--- src/rtl/bla_subtractor_seq.sv ---
// Multi-cycle WIDTH-bit subtractor: diff = a - b - bin, one nibble per clock
// through a 4-bit borrow-lookahead slice, with the borrow carried between cycles.
// Valid/ready handshakes on both the operand and the result side.

// 4-bit borrow-lookahead slice: fully expanded borrow chain, no ripple.
module bla_slice4 (
   input  logic [3:0] a,
   input  logic [3:0] b,
   input  logic       bi,
   output logic [3:0] d,
   output logic       bo
);
   logic [3:0] p, g;
   logic       c0, c1, c2, c3;

   // Propagate/generate, lookahead borrows and difference bits.
   always_comb begin
      p  = ~(a ^ b);
      g  = ~a & b;
      c0 = g[0] | (p[0] & bi);
      c1 = g[1] | (p[1] & g[0]) | (p[1] & p[0] & bi);
      c2 = g[2] | (p[2] & g[1]) | (p[2] & p[1] & g[0]) | (p[2] & p[1] & p[0] & bi);
      c3 = g[3] | (p[3] & g[2]) | (p[3] & p[2] & g[1]) | (p[3] & p[2] & p[1] & g[0])
         | (p[3] & p[2] & p[1] & p[0] & bi);
      d  = a ^ b ^ {c2, c1, c0, bi};
      bo = c3;
   end
endmodule

module bla_subtractor_seq #(
   parameter int WIDTH = 16
) (
   input  logic             clk,
   input  logic             rst,
   input  logic             in_valid,
   output logic             in_ready,
   input  logic [WIDTH-1:0] a,
   input  logic [WIDTH-1:0] b,
   input  logic             bin,
   output logic             out_valid,
   input  logic             out_ready,
   output logic [WIDTH-1:0] diff,
   output logic             bout,
   output logic             zero,
   output logic             ovf
);
   localparam int NIB = WIDTH / 4;
   localparam int CW  = (NIB > 1) ? $clog2(NIB) : 1;
   localparam logic [CW-1:0] LAST = CW'(NIB - 1);
   localparam int MSB = WIDTH - 1;

   typedef enum logic [1:0] {IDLE, RUN, DONE} state_t;

   state_t           state, nstate;
   logic [WIDTH-1:0] a_q, b_q;
   logic             br;
   logic [CW-1:0]    cnt;
   logic [CW+1:0]    base;
   logic [3:0]       nib_a, nib_b, nib_d;
   logic             c3;
   logic [WIDTH-1:0] diff_nxt;
   logic             accept, last;

   // Current nibble of the captured operands and the diff with it merged in;
   // the merged value lets zero/ovf be registered on the final RUN edge.
   always_comb begin
      base     = {cnt, 2'b00};
      nib_a    = a_q[base +: 4];
      nib_b    = b_q[base +: 4];
      diff_nxt = diff;
      diff_nxt[base +: 4] = nib_d;
      last     = (cnt == LAST);
      accept   = in_valid & in_ready;
   end

   bla_slice4 u_slice (
      .a  (nib_a),
      .b  (nib_b),
      .bi (br),
      .d  (nib_d),
      .bo (c3)
   );

   // State register.
   always_ff @(posedge clk or posedge rst) begin
      if (rst) state <= IDLE;
      else     state <= nstate;
   end

   // Next-state logic.
   always_comb begin
      nstate = state;
      case (state)
         IDLE:    if (accept)    nstate = RUN;
         RUN:     if (last)      nstate = DONE;
         DONE:    if (out_ready) nstate = IDLE;
         default:                nstate = IDLE;
      endcase
   end

   // Only in_ready is combinational; it is forced low while reset is held.
   always_comb begin
      in_ready = (state == IDLE) & ~rst;
   end

   // Datapath: operand capture, per-nibble result write, flags on the last nibble.
   always_ff @(posedge clk or posedge rst) begin
      if (rst) begin
         a_q       <= '0;
         b_q       <= '0;
         br        <= 1'b0;
         cnt       <= '0;
         diff      <= '0;
         bout      <= 1'b0;
         zero      <= 1'b0;
         ovf       <= 1'b0;
         out_valid <= 1'b0;
      end else begin
         case (state)
            IDLE: if (accept) begin
               a_q  <= a;
               b_q  <= b;
               br   <= bin;
               cnt  <= '0;
               diff <= '0;
               bout <= 1'b0;
               zero <= 1'b0;
               ovf  <= 1'b0;
            end
            RUN: begin
               diff <= diff_nxt;
               br   <= c3;
               cnt  <= cnt + 1'b1;
               if (last) begin
                  bout      <= c3;
                  zero      <= (diff_nxt == '0);
                  ovf       <= (a_q[MSB] ^ b_q[MSB]) & (diff_nxt[MSB] ^ a_q[MSB]);
                  out_valid <= 1'b1;
               end
            end
            DONE: if (out_ready) out_valid <= 1'b0;
            default: ;
         endcase
      end
   end
endmodule

--- config.mk ---
export PLATFORM = sky130hd
export DESIGN_NAME = bla_subtractor_seq
export DESIGN_NICKNAME = d
export VERILOG_FILES = /design/src/rtl/bla_subtractor_seq.sv
export SDC_FILE = /design/constraint.sdc
export NUM_CORES = 1
export LEC_CHECK = 0
export ABC_AREA = 1
export ABC_CLOCK_PERIOD_IN_PS = 3400
export BUFFER_PORTS_ARGS = -buffer_cell sky130_fd_sc_hd__buf_2
export CORE_MARGIN = 1.5
export CORE_UTILIZATION = 55
export DETAILED_ROUTE_END_ITERATION = 8
export PLACE_DENSITY = 0.77
export SYNTH_ARGS = -nofsm -noshare
export SYNTH_HDL_FRONTEND = slang
export SYNTH_SLANG_ARGS = --single-unit
export TNS_END_PERCENT = 10
--- constraint.sdc ---
create_clock -name clk -period 3.4 [get_ports clk]
set_input_delay 0.34 -clock clk [delete_from_list [all_inputs] [get_ports clk]]
set_output_delay 0.34 -clock clk [all_outputs]
set_load 0.05 [all_outputs]
==> results.md, run 1 <==
* Result of the run: finished, final reports clean
* Initial antenna violation count at 0
* Async set-or-reset flop fraction in the synthesized netlist at 100%
* Sinks on Clock Net at 57
* Setup Total Neg Slack at 0 ns
* Tightest Pin Transition at 0.718 ns
* Max cap viols at 0
* Register-to-Register Path Depth at 13
* Routed wl met3 at 324 um
* Portion of synthesized cell area occupied by the leading cell type at 47.9%
* Power density over the cells at 1170 mW/mm^2
* RSZ-0062 raised after global routing: false
* Maximum count of clock buffers along a single path at 2
* Global-route congestion overflow total at 0
* Top Layer Used: met4
* Final count of pins violating max slew at 0
* Most used standard cell by instance count after synthesis: sky130_fd_sc_hd__nand2_1
* Post-Syn Instances at 331
* Core area at 0.00517 mm^2
* Detailed-placement wirelength estimate at 4790 um
* Total Wirelength at 6430 um
* Library cells used by synthesis at 28
* Total Die Area at 0.00586 mm^2
* Critical Path Sink Type: register
* Post-synthesis sequential area ratio at 47.9%
* Total global-route track usage at 24.3%
* Largest fanout on the critical path at 12
* Syn Area/Cell at 8.99 um^2
* Via count of the routed design at 2534
* Min cycle time layout at 2.66 ns
* Fill count at 460
* Netlist Area Pre-Place at 0.00298 mm^2
* Final #Nets at 437
* Number of diodes added for antenna fixing at 0
* Routed metal-1 wire length at 2760 um
* Register-to-register setup slack at 0.74 ns
* Layout cell share with drive strength beyond 1 at 27.2%
* Maximum number of pins on one net before global-route repair at 41
* H-tree depth at 3
* I/O pins at 58
* Clock transition at the registers of the reported paths at 0.06 ns
* Crit share post-route at 78.3%
* Cts hold-fix bufs at 0
* Placement Rows at 26
* Starting Density at 57.5%
* Skew final at 0.00754 ns
* Req. time, crit path at 3.63 ns
* Finish-stage setup viols at 0
* Yosys reg bits at 57
* Dominant register cell in the synthesized netlist: sky130_fd_sc_hd__dfrtp_1
* Critical Path Start: cnt[1]
* Count of nets left with antenna violations after detail routing at 0
* Clk Latency, worst-skew pair at 0.34 ns
* Routability congestion estimate from global placement at 0.904
* Met2 routed WL at 3200 um
* Iteration count of the initial detailed-routing pass at 5
* Worst vdd ir at 0.537 mV
* Signed area change from the synthesized netlist to the final layout at 15.6%
* Area leader, netlist: sky130_fd_sc_hd__dfrtp_1
* # Post-CTS Setup Buffers at 0
* Category of the critical setup timing path: reg -> reg
* Warning count from the yosys run at 0
* Most used standard cells in the synthesized netlist: sky130_fd_sc_hd__nand2_1 (74), sky130_fd_sc_hd__dfrtp_1 (57), sky130_fd_sc_hd__nor2_1 (37)
* Startpoint type of the worst setup path: register
* Wire length of the first global-routing pass at 11100 um
* # DRC at 0
* Max-Slew Margin vs Limit at 52.1%
* Clock buffer count from CTS at 9
* TritonCTS clock tree: done
* Peak clock frequency supported by timing at 0.376 GHz
* Reg area at 0.00143 mm^2
* Worst endpoint data arrival time at 2.89 ns
* Worst Setup EP: zero
* Multi-input combinational cell area at 0.00136 mm^2
* Beginning of the worst register-to-register path: cnt[1]
* Number of hold-slack violations in the final timing report at 0
* Number of enable-type register cells in the synthesized netlist at 0
* Die height at 76.6 um
* Total of cells resized after clock tree synthesis at 0
* Reg2Reg Capture Point: zero
* Class of the worst hold path: in -> async
* Width of the die at 76.6 um
* Via count of the first global-routing pass at 2519
* Total leakage power at 1.77 nW
* Final core area utilization at 66.5%
* Root Driver: sky130_fd_sc_hd__clkbuf_8
* Detail-routed net length per standard cell at 13.9 um
* Per-cell via count in the routed design at 5.47
* Largest cells by area after synthesis: sky130_fd_sc_hd__dfrtp_1 (48%), sky130_fd_sc_hd__mux2_2 (10%), sky130_fd_sc_hd__nand2_1 (9.3%)
* Synthesized net count at 378
* Count of buffers inserted at the top-level ports at 57
* Number of DRC markers in iteration 0 at 172
==> cell type report <==
| type | instances | share of cell area [%] |
|---|---|---|
| Clock buffer | 10 | 3.71 |
| Clock inverter | 4 | 0.655 |
| Sequential cell | 57 | 41.5 |
| Inverter | 31 | 3.38 |
| Timing Repair Buffer | 59 | 8.73 |
| Multi-Input combinational cell | 232 | 39.5 |
| Tap cell | 70 | 2.55 |
==> critical path, cell delays in order (launching register included) <==
cell	delay [ns]
sky130_fd_sc_hd__dfrtp_1	0.51
sky130_fd_sc_hd__clkinv_1	0.35
sky130_fd_sc_hd__a21oi_1	0.35
sky130_fd_sc_hd__fa_1	0.48
sky130_fd_sc_hd__nor2_1	0.19
sky130_fd_sc_hd__nand2_1	0.06
sky130_fd_sc_hd__o21ai_0	0.21
sky130_fd_sc_hd__nor2_1	0.07
sky130_fd_sc_hd__nand2_1	0.06
sky130_fd_sc_hd__nor2_1	0.04
sky130_fd_sc_hd__nand3_1	0.06
sky130_fd_sc_hd__nor2_1	0.05
sky130_fd_sc_hd__nand3_1	0.07
sky130_fd_sc_hd__nand2_1	0.05
==> power by group <==
part | switching, W | internal, W
Sequential | 0.000204 | 0.000988
Combinational | 0.00155 | 0.000771
Clock | 0.000253 | 0.000251
Total | 0.00201 | 0.00201
==> registers in the layout, summed over array words and instances (netlist names) <==
| signal | count |
|---|---|
| a_q | 16 |
| b_q | 16 |
| bout | 1 |
| br | 1 |
| cnt | 2 |
| diff | 16 |
| out_valid | 1 |
| ovf | 1 |
| state | 2 |
| zero | 1 |
==> per-layer routing <==
layer / GRT usage [%] / vias up
met1: 29.4 / 1209
met2: 41.8 / 96
li1: - / 1214
met4: 12.8 / 0
met5: 0 / -
met3: 3.71 / 15
==> cells in the final DEF, fill, tap and decap left out <==
cell                          n
sky130_fd_sc_hd__a21oi_1     13
sky130_fd_sc_hd__a22o_1       8
sky130_fd_sc_hd__buf_4        2
sky130_fd_sc_hd__nand2_1     74
sky130_fd_sc_hd__buf_2       57
sky130_fd_sc_hd__o22ai_1      6
sky130_fd_sc_hd__clkinv_1     2
sky130_fd_sc_hd__a31oi_1      1
sky130_fd_sc_hd__dfrtp_1     57
sky130_fd_sc_hd__ha_1         9
sky130_fd_sc_hd__inv_2        2
sky130_fd_sc_hd__o31ai_1      1
sky130_fd_sc_hd__clkinvlp_4   1
sky130_fd_sc_hd__clkbuf_1     1
sky130_fd_sc_hd__clkinv_2     3
sky130_fd_sc_hd__xnor2_1      1
sky130_fd_sc_hd__nand3_1     10
sky130_fd_sc_hd__o21ai_0     29
sky130_fd_sc_hd__fa_1         1
sky130_fd_sc_hd__inv_1       27
sky130_fd_sc_hd__nor3_4       1
sky130_fd_sc_hd__nand2_2      1
sky130_fd_sc_hd__a21oi_2      1
sky130_fd_sc_hd__clkbuf_8     9
sky130_fd_sc_hd__mux2_2      27
sky130_fd_sc_hd__or2_2        1
sky130_fd_sc_hd__nand4_1      8
sky130_fd_sc_hd__nor2_1      37
sky130_fd_sc_hd__or2_0        1
sky130_fd_sc_hd__nand2_4      2
==> logic make-up (layout without fill, tap and decap cells) <==
family,count (synthesis),after routing,share of synthesized area (%)
adder cells (fa/ha/maj),10,10,4.46
multiplexers,27,27,10.2
buffers and inverters,42,104,6.35
AND/OR/NAND/NOR,135,135,19.3
flip-flops,57,57,47.9
XOR/XNOR,1,1,0.294
AO/OA/AOI/OAI,59,59,11.4
==> through the flow <==
stage	instances	instance area, um^2	setup slack [ns]	power, W	hold slack [ns]
2_1_floorplan	331	2980	0.904	0.00297	0.437
3_3_place_gp	449	3290	0.919	0.00343	0.455
3_5_place_dp	449	3290	0.794	0.00351	0.457
4_1_cts	463	3440	0.756	0.00403	0.155
5_1_grt	463	3440	0.332	0.00437	0.210
6_report	463	3440	0.739	0.00402	0.145
==> worst min path at each step <==
stage | cells after the start | end | slack (ns)
after floorplan | 1 | state[1] | 0.44
after global placement | 2 | out_valid | 0.46
after detailed placement | 2 | out_valid | 0.46
after CTS | 2 | state[1] | 0.16
after global routing | 2 | state[0] | 0.21
final | 2 | state[0] | 0.15
No activity file was read; power rests on OpenSTA's default activity.
==> run 2: changes to the inputs <==
--- a/config.mk
+++ b/config.mk
@@ -6,12 +6,12 @@
 export NUM_CORES = 1
 export LEC_CHECK = 0
 export ABC_AREA = 1
-export ABC_CLOCK_PERIOD_IN_PS = 3400
+export ABC_CLOCK_PERIOD_IN_PS = 2400
 export BUFFER_PORTS_ARGS = -buffer_cell sky130_fd_sc_hd__buf_2
 export CORE_MARGIN = 1.5
-export CORE_UTILIZATION = 55
+export CORE_UTILIZATION = 50
 export DETAILED_ROUTE_END_ITERATION = 8
-export PLACE_DENSITY = 0.77
+export PLACE_DENSITY = 0.73
 export SYNTH_ARGS = -nofsm -noshare
 export SYNTH_HDL_FRONTEND = slang
 export SYNTH_SLANG_ARGS = --single-unit
==> constraint.sdc (replaced) <==
create_clock -name clk -period 2.4 [get_ports clk]
set_input_delay 0.24 -clock clk [delete_from_list [all_inputs] [get_ports clk]]
set_output_delay 0.24 -clock clk [all_outputs]
set_load 0.05 [all_outputs]
==> run 2 against run 1 <==
Worst setup slack got worse by 0.70 ns; via count is 1.7% higher; sequential cell count unchanged; design area up 11%; count of clock-buffer cells in the layout is 2 higher; clock skew is essentially flat; core utilization rose by 1.4 points; non-clock buffer count increased by 16; routed wire length grew 8.4%; fmax up 13%; worst hold slack worse by 0.055 ns; critical endpoint unchanged; largest cell class is now multi-input gates.
==> results.md, run 2 (synthesized netlist as in run 1, its figures left out) <==
* Reg area at 0.00143 mm^2
* Class of the worst hold path: in -> reg
* Number of hold-slack violations in the final timing report at 0
* Die height at 80.1 um
* Category of the critical setup timing path: reg -> reg
* Fill count at 469
* RSZ-0062 raised after global routing: true
* Tightest Pin Transition at 0.504 ns
* # DRC at 0
* Register-to-Register Path Depth at 16
* Peak per-stage delay on the critical path at 0.46 ns
* Largest delay share family, worst path: simple AND/OR/NAND/NOR gates
* Total instance count after detailed placement at 461
* Maximum number of pins on one net before global-route repair at 58
* Skew final at 0.00712 ns
* Crit share post-route at 98.2%
* Total global-route track usage at 23.2%
* Placement Rows at 27
* Largest registers in the final layout: a_q x16, b_q x16, diff x16
* Core area at 0.00561 mm^2
* Number of DRC markers in iteration 0 at 163
* Total Wirelength at 6970 um
* Initial antenna violation count at 0
* Min cycle time layout at 2.36 ns
* Iteration count of the initial detailed-routing pass at 5
* Starting Density at 53.1%
* Max-Slew Margin vs Limit at 66.4%
* Non-filler instance count after layout at 482
* Wire length of the first global-routing pass at 11200 um
* Cell at the slowest stage of the critical path: sky130_fd_sc_hd__dfrtp_2
* Hold Path Stages at 2
* Routability congestion estimate from global placement at 0.913
* Most common library cell in the layout ignoring fill and taps: sky130_fd_sc_hd__nand2_1
* Critical Path Sink Type: register
* Number of diodes added for antenna fixing at 0
* Req. time, crit path at 2.64 ns
* Root Driver: sky130_fd_sc_hd__clkbuf_8
* Final #Nets at 453
* Count of nets left with antenna violations after detail routing at 0
* Width of the die at 80.1 um
* CP Buf/Inv Count at 2
* Final count of pins violating max slew at 0
* Per-cell via count in the routed design at 5.34
* Count of buffers inserted at the top-level ports at 57
* CP Depth at 16
* Clk Latency, worst-skew pair at 0.34 ns
* Worst endpoint data arrival time at 2.59 ns
* Max cap viols at 0
* Global-route congestion overflow total at 0
* Largest fanout on the critical path at 8
* Clock transition at the registers of the reported paths at 0.06 ns
* Detail-routed net length per standard cell at 14.5 um
* Signed area change from the synthesized netlist to the final layout at 28.0%
* Layout cell share with drive strength beyond 1 at 38.8%
* TritonCTS clock tree: done
* H-tree depth at 3
* Maximum count of clock buffers along a single path at 2
* Via count of the routed design at 2576
* Result of the run: finished, final reports clean
* Sinks on Clock Net at 57
* Detailed-placement wirelength estimate at 4860 um
* Commonest cells after routing, fill and taps aside: sky130_fd_sc_hd__nand2_1 (64), sky130_fd_sc_hd__buf_2 (57), sky130_fd_sc_hd__dfrtp_1 (56)
* Startpoint type of the worst setup path: register
* Clock buffer count from CTS at 9
* Multi-input combinational cell area at 0.00151 mm^2
* Peak clock frequency supported by timing at 0.424 GHz
* Most numerous cell on the critical path: sky130_fd_sc_hd__nand2_2
* Total Die Area at 0.00642 mm^2
* Via count of the first global-routing pass at 2466
* Final core area utilization at 67.9%
* CP cell instances: clkbuf_16 > nand2_1 > o21ai_1 > a21oi_1 > ha_1 > or2_1 > nand2_2 > nand2_2 > nand2_2 > nand4_1 > nand2_1 > inv_2 > nand2_2 > nor2_2 > nand3_1 > nand2_1
* I/O pins at 58
* Finish-stage setup viols at 0
run 2: cell count changes in the layout (fill, tap and decap cells not counted), sizes merged:
cell         delta
clkinv          -1
bufinv          +1
dlygate4sd3     +1
clkinvlp        -1
buf            +14
clkbuf          +3
run 2: worst reg2reg max path, cell delays in order (launching register included):
cell and delay (ns):
sky130_fd_sc_hd__dfrtp_2 0.46, sky130_fd_sc_hd__clkbuf_16 0.19, sky130_fd_sc_hd__nand2_1 0.06, sky130_fd_sc_hd__o21ai_1 0.07
sky130_fd_sc_hd__a21oi_1 0.17, sky130_fd_sc_hd__ha_1 0.29, sky130_fd_sc_hd__or2_1 0.25, sky130_fd_sc_hd__nand2_2 0.12
sky130_fd_sc_hd__nand2_2 0.09, sky130_fd_sc_hd__nand2_2 0.10, sky130_fd_sc_hd__nand4_1 0.09, sky130_fd_sc_hd__nand2_1 0.10
sky130_fd_sc_hd__inv_2 0.04, sky130_fd_sc_hd__nand2_2 0.06, sky130_fd_sc_hd__nor2_2 0.04, sky130_fd_sc_hd__nand3_1 0.09
sky130_fd_sc_hd__nand2_1 0.05
run 2: worst paths after layout:
check,to,startpoint,slack [ns]
max in group asynchronous,cnt[0],rst,1.61
worst max register to register,zero,cnt[0],0.04
worst min-delay path,state[1],out_ready,0.09
worst min register to register,zero,zero,0.48
worst max-delay path,zero,cnt[0],0.04
min in group asynchronous,out_valid,rst,0.52
run 2: cell type report:
| cell class | count | area share (%) |
|---|---|---|
| inverters | 31 | 3.12 |
| clock buffers | 12 | 4.07 |
| multi-input cells | 232 | 39.6 |
| clock inverters | 3 | 1.05 |
| well taps | 72 | 2.37 |
| flip-flops and latches | 57 | 37.5 |
| repair buffers | 75 | 12.3 |
run 2: layer usage:
layer | global-route usage (%) | part of all wire (%) | vias to the layer above | wire [um]
met5 | 0 | 0 | - | 0
met4 | 11.4 | 2.8 | 0 | 194
met3 | 6.14 | 5.0 | 23 | 352
met2 | 38.0 | 49 | 84 | 3390
met1 | 28.3 | 44 | 1210 | 3040
li1 | - | - | 1259 | -
run 2: repair_timing:
action	4_1_cts	5_1_grt
hold buffers	1	0
gates cloned	0	1
hold endpoints to repair	51	0
pin swaps	1	26
gates resized for setup	4	51
setup buffers	1	3
setup endpoints to repair	1	9
run 2: stage by stage:
| step | instance area (um^2) | hold slack (ns) | setup TNS (ns) | setup slack [ns] |
|---|---|---|---|---|
| 6_report | 3810 | 0.0905 | 0 | 0.0434 |
| 5_1_grt | 3810 | 0.0936 | -0.250 | -0.116 |
| 4_1_cts | 3610 | 0.0850 | 0 | 0.00382 |
| 3_5_place_dp | 3400 | 0.354 | -0.0565 | -0.0565 |
| 3_3_place_gp | 3400 | 0.342 | 0 | 0.0669 |
| 2_1_floorplan | 2980 | 0.337 | 0 | 0.0288 |
Power of run 2 is left out: the tool's default activity adds up to more than one toggle a clock period on the data nets, which glitch-free logic cannot reach.
==> run 3: changes to the inputs <==
--- a/config.mk
+++ b/config.mk
@@ -14,5 +14,6 @@
 export PLACE_DENSITY = 0.73
 export SYNTH_ARGS = -nofsm -noshare
 export SYNTH_HDL_FRONTEND = slang
+export SYNTH_HIERARCHICAL = 1
 export SYNTH_SLANG_ARGS = --single-unit
 export TNS_END_PERCENT = 10
==> run 3 against run 2 <==
Final cell count increased by 15%; routed wire length increased by 3.5%; the flow now finishes with violations (negative setup slack); design area grew 1.5%; worst hold slack improved by 0.0045 ns; fmax down 3.8%.
==> results.md, run 3 <==
* Warning count from the yosys run at 6
* Root Driver: sky130_fd_sc_hd__clkbuf_8
* Class of the worst hold path: in -> reg
* Total global-route track usage at 24.2%
* Routability congestion estimate from global placement at 0.950
* Number of enable-type register cells in the synthesized netlist at 0
* Starting Density at 51.6%
* Final #Nets at 521
* H-tree depth at 3
* Commonest cells after routing, fill and taps aside: sky130_fd_sc_hd__nand2_1 (149), sky130_fd_sc_hd__buf_2 (57), sky130_fd_sc_hd__dfrtp_1 (56)
* Syn Area/Cell at 7.71 um^2
* Per-cell via count in the routed design at 5.15
* CP cell instances: inv_2 > buf_4 > o21ai_0 > o22ai_2 > buf_4 > fa_1 > xor2_2 > nand3_1 > inv_1 > a21oi_1 > nand2_1 > nor2_1 > nand3_1 > nand2_1
* Most common library cell in the layout ignoring fill and taps: sky130_fd_sc_hd__nand2_1
* TritonCTS clock tree: done
* Most used standard cell by instance count after synthesis: sky130_fd_sc_hd__nand2_1
* Layout cell share with drive strength beyond 1 at 28.1%
* Peak clock frequency supported by timing at 0.408 GHz
* Signed area change from the synthesized netlist to the final layout at 26.5%
* Final count of pins violating max slew at 0
* Largest cells by area after synthesis: sky130_fd_sc_hd__dfrtp_1 (47%), sky130_fd_sc_hd__nand2_1 (19%), sky130_fd_sc_hd__o21ai_0 (5.1%)
* Category of the critical setup timing path: reg -> reg
* Maximum count of clock buffers along a single path at 2
* Min cycle time layout at 2.45 ns
* Clk Latency, worst-skew pair at 0.33 ns
* Count of buffers inserted at the top-level ports at 57
* Detailed-placement wirelength estimate at 5130 um
* Via count of the routed design at 2842
* Async set-or-reset flop fraction in the synthesized netlist at 100%
* Placement Rows at 28
* Total Wirelength at 7220 um
* Maximum number of pins on one net before global-route repair at 36
* Req. time, crit path at 2.67 ns
* Peak per-stage delay on the critical path at 0.46 ns
* Total Die Area at 0.00659 mm^2
* Fill count at 522
* Register-to-register setup slack at -0.05 ns
* Post-synthesis sequential area ratio at 46.7%
* Largest registers in the final layout: a_q x16, b_q x16, diff x16
* Number of hold-slack violations in the final timing report at 0
* Yosys reg bits at 57
* Post-Place Worst Slack at -0.125 ns
* Finish-stage setup viols at 1
* Worst slack on hold paths at 0.0950 ns
* Largest fanout on the critical path at 4
* Skew final at 0.00817 ns
* Clock transition at the registers of the reported paths at 0.07 ns
* CP Buf/Inv Count at 4
* Number of diodes added for antenna fixing at 0
* Die height at 81.2 um
* Detail-routed net length per standard cell at 13.1 um
* Wire length of the first global-routing pass at 12000 um
* Core area at 0.00592 mm^2
* Post-Syn Instances at 396
* Max-Slew Margin vs Limit at 40.8%
* Area leader, netlist: sky130_fd_sc_hd__dfrtp_1
* Clock buffer count from CTS at 9
* # DRC at 0
* Global-route congestion overflow total at 0
* RSZ-0062 raised after global routing: true
* Via count of the first global-routing pass at 2716
* Failing checks: negative setup slack
* Library cells used by synthesis at 26
* Sinks on Clock Net at 57
* Count of nets left with antenna violations after detail routing at 0
* Crit share post-route at 102%
* Critical Path Sink Type: register
* Portion of synthesized cell area occupied by the leading cell type at 46.7%
* Max cap viols at 0
* Synthesized net count at 444
* Initial antenna violation count at 0
* Width of the die at 81.2 um
* Tightest Pin Transition at 0.882 ns
* Worst endpoint data arrival time at 2.72 ns
* Cell at the slowest stage of the critical path: sky130_fd_sc_hd__fa_1
* Largest delay share family, worst path: simple AND/OR/NAND/NOR gates
* Number of DRC markers in iteration 0 at 149
* Iteration count of the initial detailed-routing pass at 4
* Netlist Area Pre-Place at 0.00305 mm^2
* Startpoint type of the worst setup path: register
* I/O pins at 58
* Worst path setup slack after routing at -0.0500 ns
* Result of the run: complete, but fails checks
* Most used standard cells in the synthesized netlist: sky130_fd_sc_hd__nand2_1 (153), sky130_fd_sc_hd__dfrtp_1 (57), sky130_fd_sc_hd__nor2_1 (37)
* Dominant register cell in the synthesized netlist: sky130_fd_sc_hd__dfrtp_1
[run 3: cell count changes after synthesis, moves of 3 or more]
cell                      before  now
sky130_fd_sc_hd__a21oi_1      13    4
sky130_fd_sc_hd__nand3_1      10   19
sky130_fd_sc_hd__nand2_1      74  153
sky130_fd_sc_hd__o22ai_1       6    9
sky130_fd_sc_hd__mux2_2       27    0
sky130_fd_sc_hd__inv_1        28   31
sky130_fd_sc_hd__nand4_1       8    3
sky130_fd_sc_hd__a22o_1        8   12
[run 3: repair_timing]
| action | CTS | global route |
|---|---|---|
| pin swaps | 5 | 10 |
| setup buffers | 3 | 2 |
| endpoints found under the setup margin | 6 | 10 |
| hold buffers | 1 | 0 |
| gates cloned | 0 | 0 |
| hold endpoints to repair | 17 | 0 |
| gates resized for setup | 17 | 20 |
[run 3: layout make-up]
cell class | instances | area, um^2 | area share, %
Multi-Input combinational cell | 290 | 1560 | 40.4
Tap cell | 75 | 93.8 | 2.43
Sequential cell | 57 | 1430 | 36.9
Clock inverter | 2 | 12.5 | 0.324
Inverter | 36 | 136 | 3.53
Clock buffer | 13 | 169 | 4.37
Timing Repair Buffer | 79 | 464 | 12.0
[run 3: logic make-up after synthesis]
logic type	share of synthesized area, %
simple gates	29.9
fa+ha+maj	4.75
flops	46.7
xor+xnor	0.574
compound gates	11.0
buf+inv	7.09
[run 3: worst paths after layout]
path,startpoint,to,cells after the start
max in group asynchronous,rst,cnt[1],4
min in group asynchronous,rst,a_q[4],3
hold reg to reg,a_q[5],a_q[5],2
hold / removal,a[2],a_q[2],3
setup / recovery,cnt[0],zero,14
setup reg to reg,cnt[0],zero,14
[run 3: per-stage QoR]
stage	cell area (um^2)	setup TNS [ns]	util (%)	cells
global placement	3490	-0.0387	58.9	531
detailed placement	3490	-0.203	58.9	531
finish	3860	-0.0500	65.3	552
CTS	3780	0	63.8	550
global route	3860	-0.520	65.3	552
floorplan	3090	0	-	396
[run 3: metal layers]
metal / vias up / track usage (%) / wire length (um)
li1: 1422 / - / -
met1: 1310 / 30.9 / 3300
met2: 96 / 39.7 / 3430
met3: 14 / 6.85 / 368
met4: 0 / 7.93 / 119
met5: - / 0 / 0
[run 3: tightest hold or removal path: stages]
cell,delay (ns)
sky130_fd_sc_hd__buf_2,0.07
sky130_fd_sc_hd__nand2_1,0.04
sky130_fd_sc_hd__nand2_1,0.04
Power of run 3 is left out for the same reason.
